**src/rtl/wave_pkg.sv**
```systemverilog
// Shared types and constants for the wave sequencer: waveform codes, FSM states
// and the one-hot select patterns driven to the generator mux.
package wave_pkg;

  typedef enum logic [1:0] {
    WAVE_SINE   = 2'd0,
    WAVE_SQUARE = 2'd1,
    WAVE_SAW    = 2'd2,
    WAVE_TRI    = 2'd3
  } wave_e;

  typedef enum logic [1:0] {
    ST_IDLE,
    ST_LOAD,
    ST_PLAY,
    ST_GAP
  } state_e;

  localparam logic [3:0] SW_OFF    = 4'b0000;
  localparam logic [3:0] SW_SINE   = 4'b0001;
  localparam logic [3:0] SW_SQUARE = 4'b0010;
  localparam logic [3:0] SW_SAW    = 4'b0100;
  localparam logic [3:0] SW_TRI    = 4'b1000;

  function automatic logic [3:0] wave_onehot(input wave_e w);
    logic [3:0] sel;
    sel = SW_OFF;
    case (w)
      WAVE_SINE:   sel = SW_SINE;
      WAVE_SQUARE: sel = SW_SQUARE;
      WAVE_SAW:    sel = SW_SAW;
      WAVE_TRI:    sel = SW_TRI;
      default:     sel = SW_OFF;
    endcase
    return sel;
  endfunction

endpackage

```
**src/rtl/wave_sequencer_if.sv**
```systemverilog
// Control, table-write and status signals of the wave sequencer, bundled for
// connection between a controller (master) and the sequencer (slave).
interface wave_sequencer_if #(
  parameter int unsigned steps_p     = 8,
  parameter int unsigned dur_width_p = 16
);

  localparam int unsigned AddrW = $clog2(steps_p);

  logic                   ready_i;
  logic                   start_i;
  logic                   stop_i;
  logic                   loop_i;
  logic [dur_width_p-1:0] gap_i;
  logic                   wr_en_i;
  logic [AddrW-1:0]       wr_addr_i;
  logic [1:0]             wr_wave_i;
  logic [dur_width_p-1:0] wr_dur_i;
  logic [3:0]             sw_o;
  logic                   gate_o;
  logic [AddrW-1:0]       step_o;
  logic                   busy_o;
  logic                   done_o;

  modport master (
    output ready_i, start_i, stop_i, loop_i, gap_i,
    output wr_en_i, wr_addr_i, wr_wave_i, wr_dur_i,
    input  sw_o, gate_o, step_o, busy_o, done_o
  );

  modport slave (
    input  ready_i, start_i, stop_i, loop_i, gap_i,
    input  wr_en_i, wr_addr_i, wr_wave_i, wr_dur_i,
    output sw_o, gate_o, step_o, busy_o, done_o
  );

endinterface

```
**src/rtl/seq_step_table.sv**
```systemverilog
// Step table: per-step waveform code and duration. One synchronous write port,
// one combinational read port; contents clear to (sine, 0) on reset.
module seq_step_table
  import wave_pkg::*;
#(
  parameter int unsigned steps_p     = 8,
  parameter int unsigned dur_width_p = 16
) (
  input  logic                       clk_i,
  input  logic                       reset_n_i,
  input  logic                       wr_en_i,
  input  logic [$clog2(steps_p)-1:0] wr_addr_i,
  input  wave_e                      wr_wave_i,
  input  logic [dur_width_p-1:0]     wr_dur_i,
  input  logic [$clog2(steps_p)-1:0] rd_addr_i,
  output wave_e                      rd_wave_o,
  output logic [dur_width_p-1:0]     rd_dur_o
);

  wave_e                  wave_r [steps_p];
  logic [dur_width_p-1:0] dur_r  [steps_p];

  always_ff @(posedge clk_i or negedge reset_n_i) begin
    if (!reset_n_i) begin
      for (int unsigned i = 0; i < steps_p; i++) begin
        wave_r[i] <= WAVE_SINE;
        dur_r[i]  <= '0;
      end
    end else if (wr_en_i) begin
      wave_r[wr_addr_i] <= wr_wave_i;
      dur_r[wr_addr_i]  <= wr_dur_i;
    end
  end

  assign rd_wave_o = wave_r[rd_addr_i];
  assign rd_dur_o  = dur_r[rd_addr_i];

endmodule

```
**src/rtl/wave_sequencer.sv**
```systemverilog
// Wave sequencer: steps through the step table, sounding each step for its
// duration in ready_i samples, optionally followed by a silent gap.
module wave_sequencer
  import wave_pkg::*;
#(
  parameter int unsigned steps_p     = 8,
  parameter int unsigned dur_width_p = 16
) (
  input  logic             clk_i,
  input  logic             reset_n_i,
  wave_sequencer_if.slave  bus
);

  localparam int unsigned                AddrW    = $clog2(steps_p);
  localparam logic [AddrW-1:0]           LastStep = AddrW'(steps_p - 1);
  localparam logic [AddrW-1:0]           StepOne  = AddrW'(1);
  localparam logic [dur_width_p-1:0]     CntOne   = dur_width_p'(1);

  state_e                 state_r, state_n;
  logic [AddrW-1:0]       step_r, step_n;
  logic [dur_width_p-1:0] cnt_r, cnt_n;
  logic [dur_width_p-1:0] dur_r, dur_n;
  logic [dur_width_p-1:0] gap_r, gap_n;
  wave_e                  wave_r, wave_n;
  logic                   done_r, done_n;
  logic                   advance;

  wave_e                  tbl_wave;
  logic [dur_width_p-1:0] tbl_dur;

  seq_step_table #(
    .steps_p     (steps_p),
    .dur_width_p (dur_width_p)
  ) u_step_table (
    .clk_i     (clk_i),
    .reset_n_i (reset_n_i),
    .wr_en_i   (bus.wr_en_i),
    .wr_addr_i (bus.wr_addr_i),
    .wr_wave_i (wave_e'(bus.wr_wave_i)),
    .wr_dur_i  (bus.wr_dur_i),
    .rd_addr_i (step_r),
    .rd_wave_o (tbl_wave),
    .rd_dur_o  (tbl_dur)
  );

  always_ff @(posedge clk_i or negedge reset_n_i) begin
    if (!reset_n_i) begin
      state_r <= ST_IDLE;
      step_r  <= '0;
      cnt_r   <= '0;
      dur_r   <= '0;
      gap_r   <= '0;
      wave_r  <= WAVE_SINE;
      done_r  <= 1'b0;
    end else begin
      state_r <= state_n;
      step_r  <= step_n;
      cnt_r   <= cnt_n;
      dur_r   <= dur_n;
      gap_r   <= gap_n;
      wave_r  <= wave_n;
      done_r  <= done_n;
    end
  end

  // Counters compare against limit-1 so a full-scale duration never overflows;
  // dur_r and gap_r are always >= 1 whenever their state is active.
  always_comb begin
    state_n = state_r;
    step_n  = step_r;
    cnt_n   = cnt_r;
    dur_n   = dur_r;
    gap_n   = gap_r;
    wave_n  = wave_r;
    done_n  = 1'b0;
    advance = 1'b0;

    case (state_r)
      ST_IDLE: begin
        if (bus.start_i) begin
          state_n = ST_LOAD;
          step_n  = '0;
        end
      end
      ST_LOAD: begin
        wave_n  = tbl_wave;
        dur_n   = (tbl_dur == '0) ? CntOne : tbl_dur;
        cnt_n   = '0;
        state_n = ST_PLAY;
      end
      ST_PLAY: begin
        if (bus.ready_i) begin
          if (cnt_r == dur_r - CntOne) begin
            cnt_n = '0;
            if (bus.gap_i != '0) begin
              gap_n   = bus.gap_i;
              state_n = ST_GAP;
            end else begin
              advance = 1'b1;
            end
          end else begin
            cnt_n = cnt_r + CntOne;
          end
        end
      end
      ST_GAP: begin
        if (bus.ready_i) begin
          if (cnt_r == gap_r - CntOne) begin
            cnt_n   = '0;
            advance = 1'b1;
          end else begin
            cnt_n = cnt_r + CntOne;
          end
        end
      end
      default: state_n = ST_IDLE;
    endcase

    if (advance) begin
      if (step_r != LastStep) begin
        step_n  = step_r + StepOne;
        state_n = ST_LOAD;
      end else if (bus.loop_i) begin
        step_n  = '0;
        state_n = ST_LOAD;
      end else begin
        state_n = ST_IDLE;
        done_n  = 1'b1;
      end
    end

    // Abort overrides every transition above, including a same-cycle natural end.
    if (bus.stop_i) begin
      state_n = ST_IDLE;
      step_n  = '0;
      cnt_n   = '0;
      done_n  = 1'b0;
    end
  end

  always_comb begin
    bus.sw_o   = SW_OFF;
    bus.gate_o = 1'b0;
    if (state_r == ST_PLAY) begin
      bus.sw_o   = wave_onehot(wave_r);
      bus.gate_o = 1'b1;
    end
  end

  assign bus.step_o = step_r;
  assign bus.busy_o = (state_r != ST_IDLE);
  assign bus.done_o = done_r;

endmodule

```
**src/flat_wrapper.sv**
```systemverilog
// flat-port wrapper written by rule: the top's interface ports become plain ports
module wave_sequencer_flat import wave_pkg::*;
#(
  parameter int unsigned steps_p     = 8,
  parameter int unsigned dur_width_p = 16
)
  (clk_i, reset_n_i, bus_ready_i, bus_start_i, bus_stop_i, bus_loop_i, bus_gap_i, bus_wr_en_i, bus_wr_addr_i, bus_wr_wave_i, bus_wr_dur_i, bus_sw_o, bus_gate_o, bus_step_o, bus_busy_o, bus_done_o);
  wave_sequencer_if #(.steps_p(steps_p), .dur_width_p(dur_width_p)) bus_i ();
  input  logic clk_i;
  input  logic reset_n_i;
  input wire logic [$bits(bus_i.ready_i)-1:0] bus_ready_i;
  input wire logic [$bits(bus_i.start_i)-1:0] bus_start_i;
  input wire logic [$bits(bus_i.stop_i)-1:0] bus_stop_i;
  input wire logic [$bits(bus_i.loop_i)-1:0] bus_loop_i;
  input wire logic [$bits(bus_i.gap_i)-1:0] bus_gap_i;
  input wire logic [$bits(bus_i.wr_en_i)-1:0] bus_wr_en_i;
  input wire logic [$bits(bus_i.wr_addr_i)-1:0] bus_wr_addr_i;
  input wire logic [$bits(bus_i.wr_wave_i)-1:0] bus_wr_wave_i;
  input wire logic [$bits(bus_i.wr_dur_i)-1:0] bus_wr_dur_i;
  output wire logic [$bits(bus_i.sw_o)-1:0] bus_sw_o;
  output wire logic [$bits(bus_i.gate_o)-1:0] bus_gate_o;
  output wire logic [$bits(bus_i.step_o)-1:0] bus_step_o;
  output wire logic [$bits(bus_i.busy_o)-1:0] bus_busy_o;
  output wire logic [$bits(bus_i.done_o)-1:0] bus_done_o;
  assign bus_i.ready_i = bus_ready_i;
  assign bus_i.start_i = bus_start_i;
  assign bus_i.stop_i = bus_stop_i;
  assign bus_i.loop_i = bus_loop_i;
  assign bus_i.gap_i = bus_gap_i;
  assign bus_i.wr_en_i = bus_wr_en_i;
  assign bus_i.wr_addr_i = bus_wr_addr_i;
  assign bus_i.wr_wave_i = bus_wr_wave_i;
  assign bus_i.wr_dur_i = bus_wr_dur_i;
  assign bus_sw_o = bus_i.sw_o;
  assign bus_gate_o = bus_i.gate_o;
  assign bus_step_o = bus_i.step_o;
  assign bus_busy_o = bus_i.busy_o;
  assign bus_done_o = bus_i.done_o;
  wave_sequencer #(.steps_p(steps_p), .dur_width_p(dur_width_p)) u_core (.clk_i(clk_i), .reset_n_i(reset_n_i), .bus(bus_i));
endmodule
```
**config.mk**
```make
export PLATFORM = sky130hd
export DESIGN_NAME = wave_sequencer_flat
export DESIGN_NICKNAME = d
export VERILOG_FILES = /design/src/rtl/wave_pkg.sv /design/src/rtl/wave_sequencer_if.sv /design/src/rtl/seq_step_table.sv /design/src/rtl/wave_sequencer.sv /design/src/flat_wrapper.sv
export SDC_FILE = /design/constraint.sdc
export NUM_CORES = 1
export LEC_CHECK = 0
export CAP_MARGIN = 30
export CELL_PAD_IN_SITES_DETAIL_PLACEMENT = 0
export CELL_PAD_IN_SITES_GLOBAL_PLACEMENT = 1
export CORE_MARGIN = 4
export CORE_UTILIZATION = 30
export CTS_BUF_LIST = sky130_fd_sc_hd__clkbuf_16
export CTS_CLUSTER_SIZE = 16
export DETAILED_ROUTE_END_ITERATION = 12
export GPL_ROUTABILITY_DRIVEN = 1
export HOLD_SLACK_MARGIN = 0.08
export MAX_ROUTING_LAYER = met4
export PLACE_DENSITY_LB_ADDON = 0.08
export SYNTH_ARGS = -nofsm -noshare
export SYNTH_HDL_FRONTEND = slang
export SYNTH_SLANG_ARGS = --single-unit
```
**constraint.sdc**
```tcl
create_clock -name clk_i -period 8.61 [get_ports clk_i]
set_clock_uncertainty 0.2 [all_clocks]
set_input_delay 0.861 -clock clk_i [delete_from_list [all_inputs] [get_ports clk_i]]
set_output_delay 0.861 -clock clk_i [all_outputs]
set_load 0.05 [all_outputs]
```
# --- Yosys cells after proc, flatten, opt, wreduce, memory -nomap -nowiden ---
# Index checks and enable logic that the tools add are counted.
classes:
  addsub: 4
  n_lt_le_gt_ge: 3
  eq_ne: 15
  muxes: 47
  bitwise_logic: 2
  n_reduce_logical: 11
ops:
  columns: ["cell", "count"]
  rows:
  - ["16-bit two-way mux", 9]
  - ["128-bit bitwise mux", 1]
  - ["16-bit binary-select mux with 3-bit select", 1]
  - ["16-bit demux with 3-bit select", 1]
  - ["16-bit case mux with 3 select lines", 1]
  - ["16-bit == test", 2]
  - ["16-bit by 1-bit subtractor with 16-bit output (second input constant)", 2]
  - ["2-bit two-way mux", 10]
  - ["3-bit two-way mux", 6]
  - ["16-bit by 1-bit adder with 16-bit output (second input constant)", 1]
  - ["16-bit bitwise mux", 1]
  - ["16-bit zero test", 1]
  - ["4-bit case mux with 4 select lines", 1]
  - ["16-bit nonzero test", 1]
  - ["1-bit two-way mux", 11]
  - ["3-bit inequality test (second input constant)", 3]
  - ["2-bit == test (second input constant)", 4]
  - ["4-bit >= comparator (second input constant)", 2]
  - ["4-bit by 2-bit inequality test with 1-bit output (second input constant)", 2]
  - ["4-bit by 3-bit inequality test with 1-bit output (second input constant)", 2]
  - ["3-bit inverter with 4-bit output", 2]
  - ["2-bit binary-select mux with 3-bit select", 1]
  - ["2-bit demux with 3-bit select", 1]
  - ["2-bit case mux with 3 select lines", 1]
  - ["13 further kinds", 15]
totals:
  regBits: 200
  input_bits: 44
  out_inout_bits: 10
  word_cells: 105

# --- Depth between registers and ports, before layout ---
# Gate-level depths: netlist of the first run.
depth:
  depth_word: 7
  mapped_depth: 14
  depth_no_buf: 11

# --- Cells and area by module ---
# From an unflattened synthesis of the first run, not the netlist that was laid out.
unflattened:
  hier_cells: 807
  area_unflattened_um2: 10649.0
modules_own_cells:
  columns: ["mod", "instances", "cells_each", "area_each_um2", "seq_area_each_um2"]
  rows:
  - ["seq_step_table", 1, 375, 6575.1, 3603.5]
  - ["wave_sequencer", 1, 432, 4073.9, 1401.3]

# --- Worst setup path before layout of the first run ---
# Ideal clock, no wire load.
synth_timing:
  path_kind: "register -> output"
  start: "reg u_core.state_r[0]"
  end: "out bus_sw_o[1]"
  t_arrival_ns: 2.512
  required_time_ns: 7.549
  setup_slack_ns: 5.037
  path_stages_with_launch: 5
  path_buffers: 0
  path_cell_list: "dfrtp_1 > inv_1 > ha_1 > inv_1 > nor3b_1"
synth_between:
  elab_chain_cells: 2
synth_rtl:
  columns: ["item", "line_no", "source"]
  rows:
  - ["start: declaration", "wave_sequencer.sv:19", "state_e state_r, state_n;"]
  - ["start signal: assignment", "wave_sequencer.sv:56", "state_r <= state_n;"]
  - ["2-bit == test", "wave_sequencer.sv:144", "if (state_r == ST_PLAY) begin"]
  - ["4-bit two-way mux", "wave_sequencer.sv:144", null]
  - ["end: declaration", "flat_wrapper.sv:20", "output wire logic [$bits(bus_i.sw_o)-1:0] bus_sw_o;"]
# Every way passes these cells.

# --- Worst setup path in the final report of the first run ---
layout_timing:
  start: "reg u_core.dur_r[0]"
  end: "reg u_core.gap_r[15]"
layout_between:
  elab_chain_cells: 3
layout_rtl:
  columns: ["item", "line_no", "source"]
  rows:
  - ["start: declaration", "wave_sequencer.sv:22", "logic [dur_width_p-1:0] dur_r, dur_n;"]
  - ["start signal: assignment", "wave_sequencer.sv:59", "dur_r <= dur_n;"]
  - ["16-bit by 1-bit subtractor with 16-bit output", "wave_sequencer.sv:93", "if (cnt_r == dur_r - CntOne) begin"]
  - ["16-bit == test", "wave_sequencer.sv:93", null]
  - ["4-bit AND reduction (no source line)", null, null]
  - ["end signal: assignment", "wave_sequencer.sv:60", "gap_r <= gap_n;"]
  - ["end: declaration", "wave_sequencer.sv:23", "logic [dur_width_p-1:0] gap_r, gap_n;"]
# Every way passes these cells.
# A chain may end at the register's enable or synchronous reset.

==> out/results.txt, run 1 <==
Layout cells sized above 1 = 29.9%
Tmin final = 4230 ps
Most used DFF post-synth = dfrtp_1
Syn avg cell area = 12.6 sq um
GRT overflow = 0
Hold crit path type = input port to async pin
Critical Path Fanout Max = 20
Seq/Total Area, Yosys = 48.8%
Post-synth cell types = 67
Ant diodes = 0
Final-report hold violation count = 0
Commonest non-fill, non-tap cell in the layout = dfrtp_1
HPWL after DPL = 17900 microns
Final cell count without fillers = 1320
Setup TNS = 0 ps
Slew HR = 42.8%
Tightest Pin Transition = 859 ps
Largest family of logic cells by synthesized area = multiplexers
Initial DRC count = 317
Power per Cell Area = 228 mW/mm^2
Final WL = 26400 microns
Pin count of the biggest net entering global routing = 70
PnR worst setup slack = 4380 ps
Synth warn = 0
CP max stage delay = 590 ps
Crit Path Class = flop to flop
Grt peak-use layer = met2
Final Util = 35.4%
F_max = 236 MHz
Clock-pin slew on the worst setup and hold paths = 70 ps
Most frequent cells in the layout = dfrtp_1, mux2_2, clkdlybuf4s50_1, nor2_1, mux4_2
Post-synth ARST share = 100%
M1 GR Usage = 18.8%
Setup Buffers After CTS = 0
Synth Area in Adders = 1.34%
Synth Area in Compound Gates = 6.92%
Initial antenna violation count = 0
WP data required = 8740 ps
Vias per cell = 5.10
Count of final max-slew check failures = 0
Synth Net Count = 869
CTS max path bufs = 2
Grt met2 use = 26.3%
Die Y = 193 microns
Flip-flop and latch count after synthesis = 200
Num CTS Buffers = 17
Post-CTS sizing = 0
Post-route cell area = 0.0119 sq mm
Starting Density = 30.5%
I/O Buffers = 53
Routed wire per std cell = 20.0 microns
Worst skew pair latency = 440 ps
Post-Syn Area = 0.0102 sq mm
DP Cell Count = 1284
Delay-heaviest family, CP = simple AND/OR/NAND/NOR gates
XOR/XNOR Fraction of Synth Area = 3.25%
Max Cap Viol = 0
Vias in the first global route = 7290
Startpoint type of the worst setup path = flop
Fin crit share = 49.2%
Via count = 6738
Slowest cell on the critical path = or4b_1
CTS root buf = clkbuf_16
Post-route ant nets = 0
DR DRC count = 0
Multiplexer share of the synthesized area = 26.9%
Simple-Gate Fraction of Synth Area = 10.1%
Place WS = 4420 ps
Worst Setup End Kind = flop
H-tree depth = 4
I/O Pins = 54
Unrepaired setup endpoints after global routing = no
Tot GR Track Use = 15.3%
CTS Hold Buffers Added = 0
Cell Area, Placed = 0.0113 sq mm
Status = finished clean
RD Place Congestion = 0.776
DIE AREA = 0.0372 sq mm
Setup Viol. Count Final = 0
NumNets Final = 914
LEAKAGE = 0.00489 uW
Drt pass-1 iters = 4
M3 GR Usage = 2.77%
Cell chain of the critical path = inv_1, ha_1, or4b_1, nor3_1, mux2_2, nor4_1, nand4_1, nor4b_1, and4bb_2, mux2_2
CTS tree = yes
FP Rows = 67
Worst Path Buf+Inv = 1
Core box area = 0.0336 sq mm
Clock sinks = 200
Die X = 193 microns
Post-synth EDFFs = 0
Arrival time at the worst endpoint = 4360 ps
Post-Syn Instances = 814
Layout area overhead = 16.2%
First-pass GRT wire length = 42000 microns
Peak supply drop = 145 uV
Cell mode on critical path = mux2_2
==> per-stage QoR <==
stage	total power, uW	hold WS (ps)
final	2720	196
after global routing	2890	216
after CTS	2760	204
after detailed placement	1950	288
after global placement	1910	281
after floorplan	1730	274
==> logic make-up after synthesis <==
family                   Yosys count
AO/OA/AOI/OAI                    107
XOR/XNOR                          38
adder cells (fa/ha/maj)           11
buffers and inverters             64
flip-flops                       200
multiplexers                     211
AND/OR/NAND/NOR                  183
==> worst paths after layout <==
check	from	end	slack (ps)	cells after the start
hold reg to reg	u_core.u_step_table.dur_r[29]	u_core.u_step_table.dur_r[29]	300	1
hold / removal	reset_n_i	u_core.gap_r[13]	200	1
setup / recovery	u_core.dur_r[0]	u_core.gap_r[15]	4380	10
min in group clk_i	u_core.u_step_table.dur_r[29]	u_core.u_step_table.dur_r[29]	300	1
setup reg to reg	u_core.dur_r[0]	u_core.gap_r[15]	4380	10
max in group asynchronous	reset_n_i	u_core.u_step_table.dur_r[38]	6700	2
==> sequential cells by signal, summed over array words and instances (netlist names) <==
register                    flops
u_core.bus.done_o               1
u_core.bus.step_o               3
u_core.cnt_r                   16
u_core.dur_r                   16
u_core.gap_r                   16
u_core.state_r                  2
u_core.u_step_table.dur_r     128
u_core.u_step_table.wave_r     16
u_core.wave_r                   2
==> layout make-up <==
class,count,area (sq um)
fill,3313,21700
sequential,200,5010
multi-input combinational,550,5000
timing repair buffer,71,694
tap,448,561
clock buffer,17,425
clock inverter,15,153
inverter,19,71.3
==> power breakdown <==
part           switching [uW]  total [uW]  leakage (uW)  internal [uW]
Clock                     365         793      0.000282            428
Combinational             309         644       0.00217            334
Sequential                147        1280       0.00244           1140
Total                     822        2720       0.00489           1900
==> routing by layer <==
layer	routed length (microns)	up-vias	part of all wire, %
li1	-	3120	-
met1	11800	3528	45
met5	0	-	0
met4	369	0	1.4
met3	463	25	1.8
met2	13700	65	52
==> synthesized netlist by cell type (3+ instances only) <==
cell type	instances	share of area, %
a211oi_1	4	0.29
a21o_1	5	0.37
a21oi_1	30	1.5
a22o_1	3	0.26
a31oi_1	16	0.98
and3_1	13	0.79
buf_1	5	0.18
clkbuf_1	36	1.3
dfrtp_1	200	49
ha_1	11	1.3
inv_1	18	0.66
mux2_2	158	17
mux2i_1	17	1.7
mux4_2	36	7.9
nand2_1	22	0.81
nand3_1	12	0.59
nand4_1	16	0.98
nand4b_1	4	0.34
nor2_1	37	1.4
nor2b_1	7	0.43
nor3_1	17	0.83
nor3b_1	7	0.51
nor4_1	17	1.0
nor4b_1	3	0.26
o21ai_0	18	0.88
o31ai_1	3	0.22
or2b_1	9	0.66
or3_1	3	0.18
xnor2_1	25	2.1
xor2_1	13	1.1
No activity file was read; power rests on OpenSTA's default activity.
==> run 2, diff against run 1 <==
clock period = 3.9 ns   (was 8.61 ns; I/O delays follow)
==> run 2 against run 1 <==
Net effect: clock-buffer cell count unchanged; non-clock buffer count increased by 15; global-route usage increased by 0.32 points; largest power group unchanged; clock power increased by 120%; largest cell class is now multi-input gates; cell count increased by 1.2%.
==> out/results.txt, run 2 (synthesis results as in run 1) <==
Post-route cell area = 0.0121 sq mm (was 0.0119 sq mm)
Fin crit share = 95.3% (was 49.2%)
I/O Buffers = 53 (unchanged)
WP data required = 4030 ps (was 8740 ps)
Slew HR = 43.5% (was 42.8%)
Slowest cell on the critical path = or4b_1 (unchanged)
Unrepaired setup endpoints after global routing = no (unchanged)
FP Rows = 67 (unchanged)
Via count = 6858 (was 6738)
First-pass GRT wire length = 43000 microns (was 42000 microns)
Num CTS Buffers = 17 (unchanged)
Initial DRC count = 352 (was 317)
F_max = 269 MHz (was 236 MHz)
Final WL = 27400 microns (was 26400 microns)
Commonest non-fill, non-tap cell in the layout = dfrtp_1 (unchanged)
CP max stage delay = 480 ps (was 590 ps)
Core box area = 0.0336 sq mm (unchanged)
DIE AREA = 0.0372 sq mm (unchanged)
Max reg flops = 128 (unchanged)
CTS root buf = clkbuf_16 (unchanged)
Starting Density = 30.5% (unchanged)
Cell chain of the critical path = inv_1, ha_1, or4b_1, nor3_2, mux2_2, nor4_1, nand4_1, nor4b_4, and4bb_2, mux2_2 (was inv_1, ha_1, or4b_1, nor3_1, mux2_2, nor4_1, nand4_1, nor4b_1, and4bb_2, mux2_2)
Drt pass-1 iters = 4 (unchanged)
Clock sinks = 200 (unchanged)
Tmin final = 3720 ps (was 4230 ps)
Power Total = 6070 uW (was 2720 uW)
Max Cap Viol = 0 (unchanged)
Post-route ant nets = 0 (unchanged)
Final-report hold violation count = 0 (unchanged)
Cell mode on critical path = mux2_2 (unchanged)
Peak supply drop = 371 uV (was 145 uV)
Count of final max-slew check failures = 0 (unchanged)
Vias in the first global route = 7319 (was 7290)
Clock-pin slew on the worst setup and hold paths = 80 ps (was 70 ps)
Tot GR Track Use = 15.7% (was 15.3%)
Crit Path Class = flop to flop (unchanged)
Routed wire per std cell = 20.5 microns (was 20.0 microns)
Hold crit path type = input port to async pin (unchanged)
Setup TNS = 0 ps (unchanged)
HPWL after DPL = 18700 microns (was 17900 microns)
NumNets Final = 930 (was 914)
LEAKAGE = 0.00499 uW (was 0.00489 uW)
Ant diodes = 0 (unchanged)
Startpoint type of the worst setup path = flop (unchanged)
Power per Cell Area = 502 mW/mm^2 (was 228 mW/mm^2)
Final Util = 36.0% (was 35.4%)
R2R setup slack = 180 ps (was 4380 ps)
Die X = 193 microns (unchanged)
Die Y = 193 microns (unchanged)
Arrival time at the worst endpoint = 3850 ps (was 4360 ps)
Tightest Pin Transition = 848 ps (was 859 ps)
CTS max path bufs = 2 (unchanged)
RD Place Congestion = 0.810 (was 0.776)
Vias per cell = 5.13 (was 5.10)
Initial antenna violation count = 0 (unchanged)
Biggest register = u_core.u_step_table.dur_r (unchanged)
Critical Path Fanout Max = 9 (was 20)
I/O Pins = 54 (unchanged)
CTS tree = yes (unchanged)
Worst skew pair latency = 440 ps (about the same)
Status = finished clean (unchanged)
Pin count of the biggest net entering global routing = 110 (was 70)
Cell Area, Placed = 0.0114 sq mm (was 0.0113 sq mm)
Setup Viol. Count Final = 0 (unchanged)
Most frequent cells in the layout = dfrtp_1, mux2_2, clkdlybuf4s50_1, nor2_1, mux4_2 (unchanged)
Layout cells sized above 1 = 31.4% (was 29.9%)
Layout area overhead = 18.1% (was 16.2%)
GRT overflow = 0 (unchanged)
H-tree depth = 4 (unchanged)
Worst Setup End Kind = flop (unchanged)
DR DRC count = 0 (unchanged)
-- run 2: changes by cell type in the layout (fill, tap and decap cells not counted), moves of 2 or more --
cell / before / now
buf_4: 14 / 29
clkinvlp_4: 4 / 0
inv_1: 21 / 19
buf_12: 0 / 2
clkinv_8: 0 / 3
inv_6: 2 / 4
-- run 2: final cells by class --
type	instances	area [sq um]
fill	3255	21500
clock inverter	15	164
tap	448	561
clock buffer	17	425
multi-input combinational	551	5040
sequential	200	5010
timing repair buffer	86	830
inverter	19	71.3
-- run 2: layer usage --
layer	wire (microns)	up-vias	global-route usage, %
met4	656	0	5.16
li1	-	3168	-
met1	12200	3554	19.6
met5	0	-	-
met3	875	35	3.20
met2	13600	101	25.5
-- run 2: critical path, delay by kind of cell (launching register included) --
kind	cells	cell delay, ps
AND/OR/NAND/NOR	6	2000
flip-flops	1	420
buffers and inverters	1	110
adder cells (fa/ha/maj)	1	160
multiplexers	2	720
-- run 2: where the power goes --
| part | switching (uW) | internal [uW] |
|---|---|---|
| clock | 874 | 908 |
| combinational | 710 | 758 |
| sequential | 318 | 2510 |
-- run 2: metrics by stage --
stage,instances,setup WS [ps],hold WS (ps)
2_1_floorplan,814,335,-106
3_3_place_gp,1301,199,282
3_5_place_dp,1301,80.8,287
4_1_cts,1334,50.4,306
5_1_grt,1336,35.4,226
6_report,1336,184,219
-- run 2: what timing repair did --
action,in CTS,in global routing
resized for setup,0,5
hold buffers,1,0
buffers inserted,0,0
endpoints found under the setup margin,0,25
hold endpoints to repair,105,0
-- run 2: final timing paths --
kind                       cells past startpoint                       endpoint                     startpoint
setup reg to reg                              10                u_core.gap_r[8]                u_core.dur_r[0]
hold reg to reg                                1  u_core.u_step_table.dur_r[14]  u_core.u_step_table.dur_r[14]
min in group clk_i                             1  u_core.u_step_table.dur_r[14]  u_core.u_step_table.dur_r[14]
setup / recovery                              10                u_core.gap_r[8]                u_core.dur_r[0]
max in group asynchronous                      4  u_core.u_step_table.dur_r[34]                      reset_n_i
hold / removal                                 2               u_core.gap_r[15]                      reset_n_i
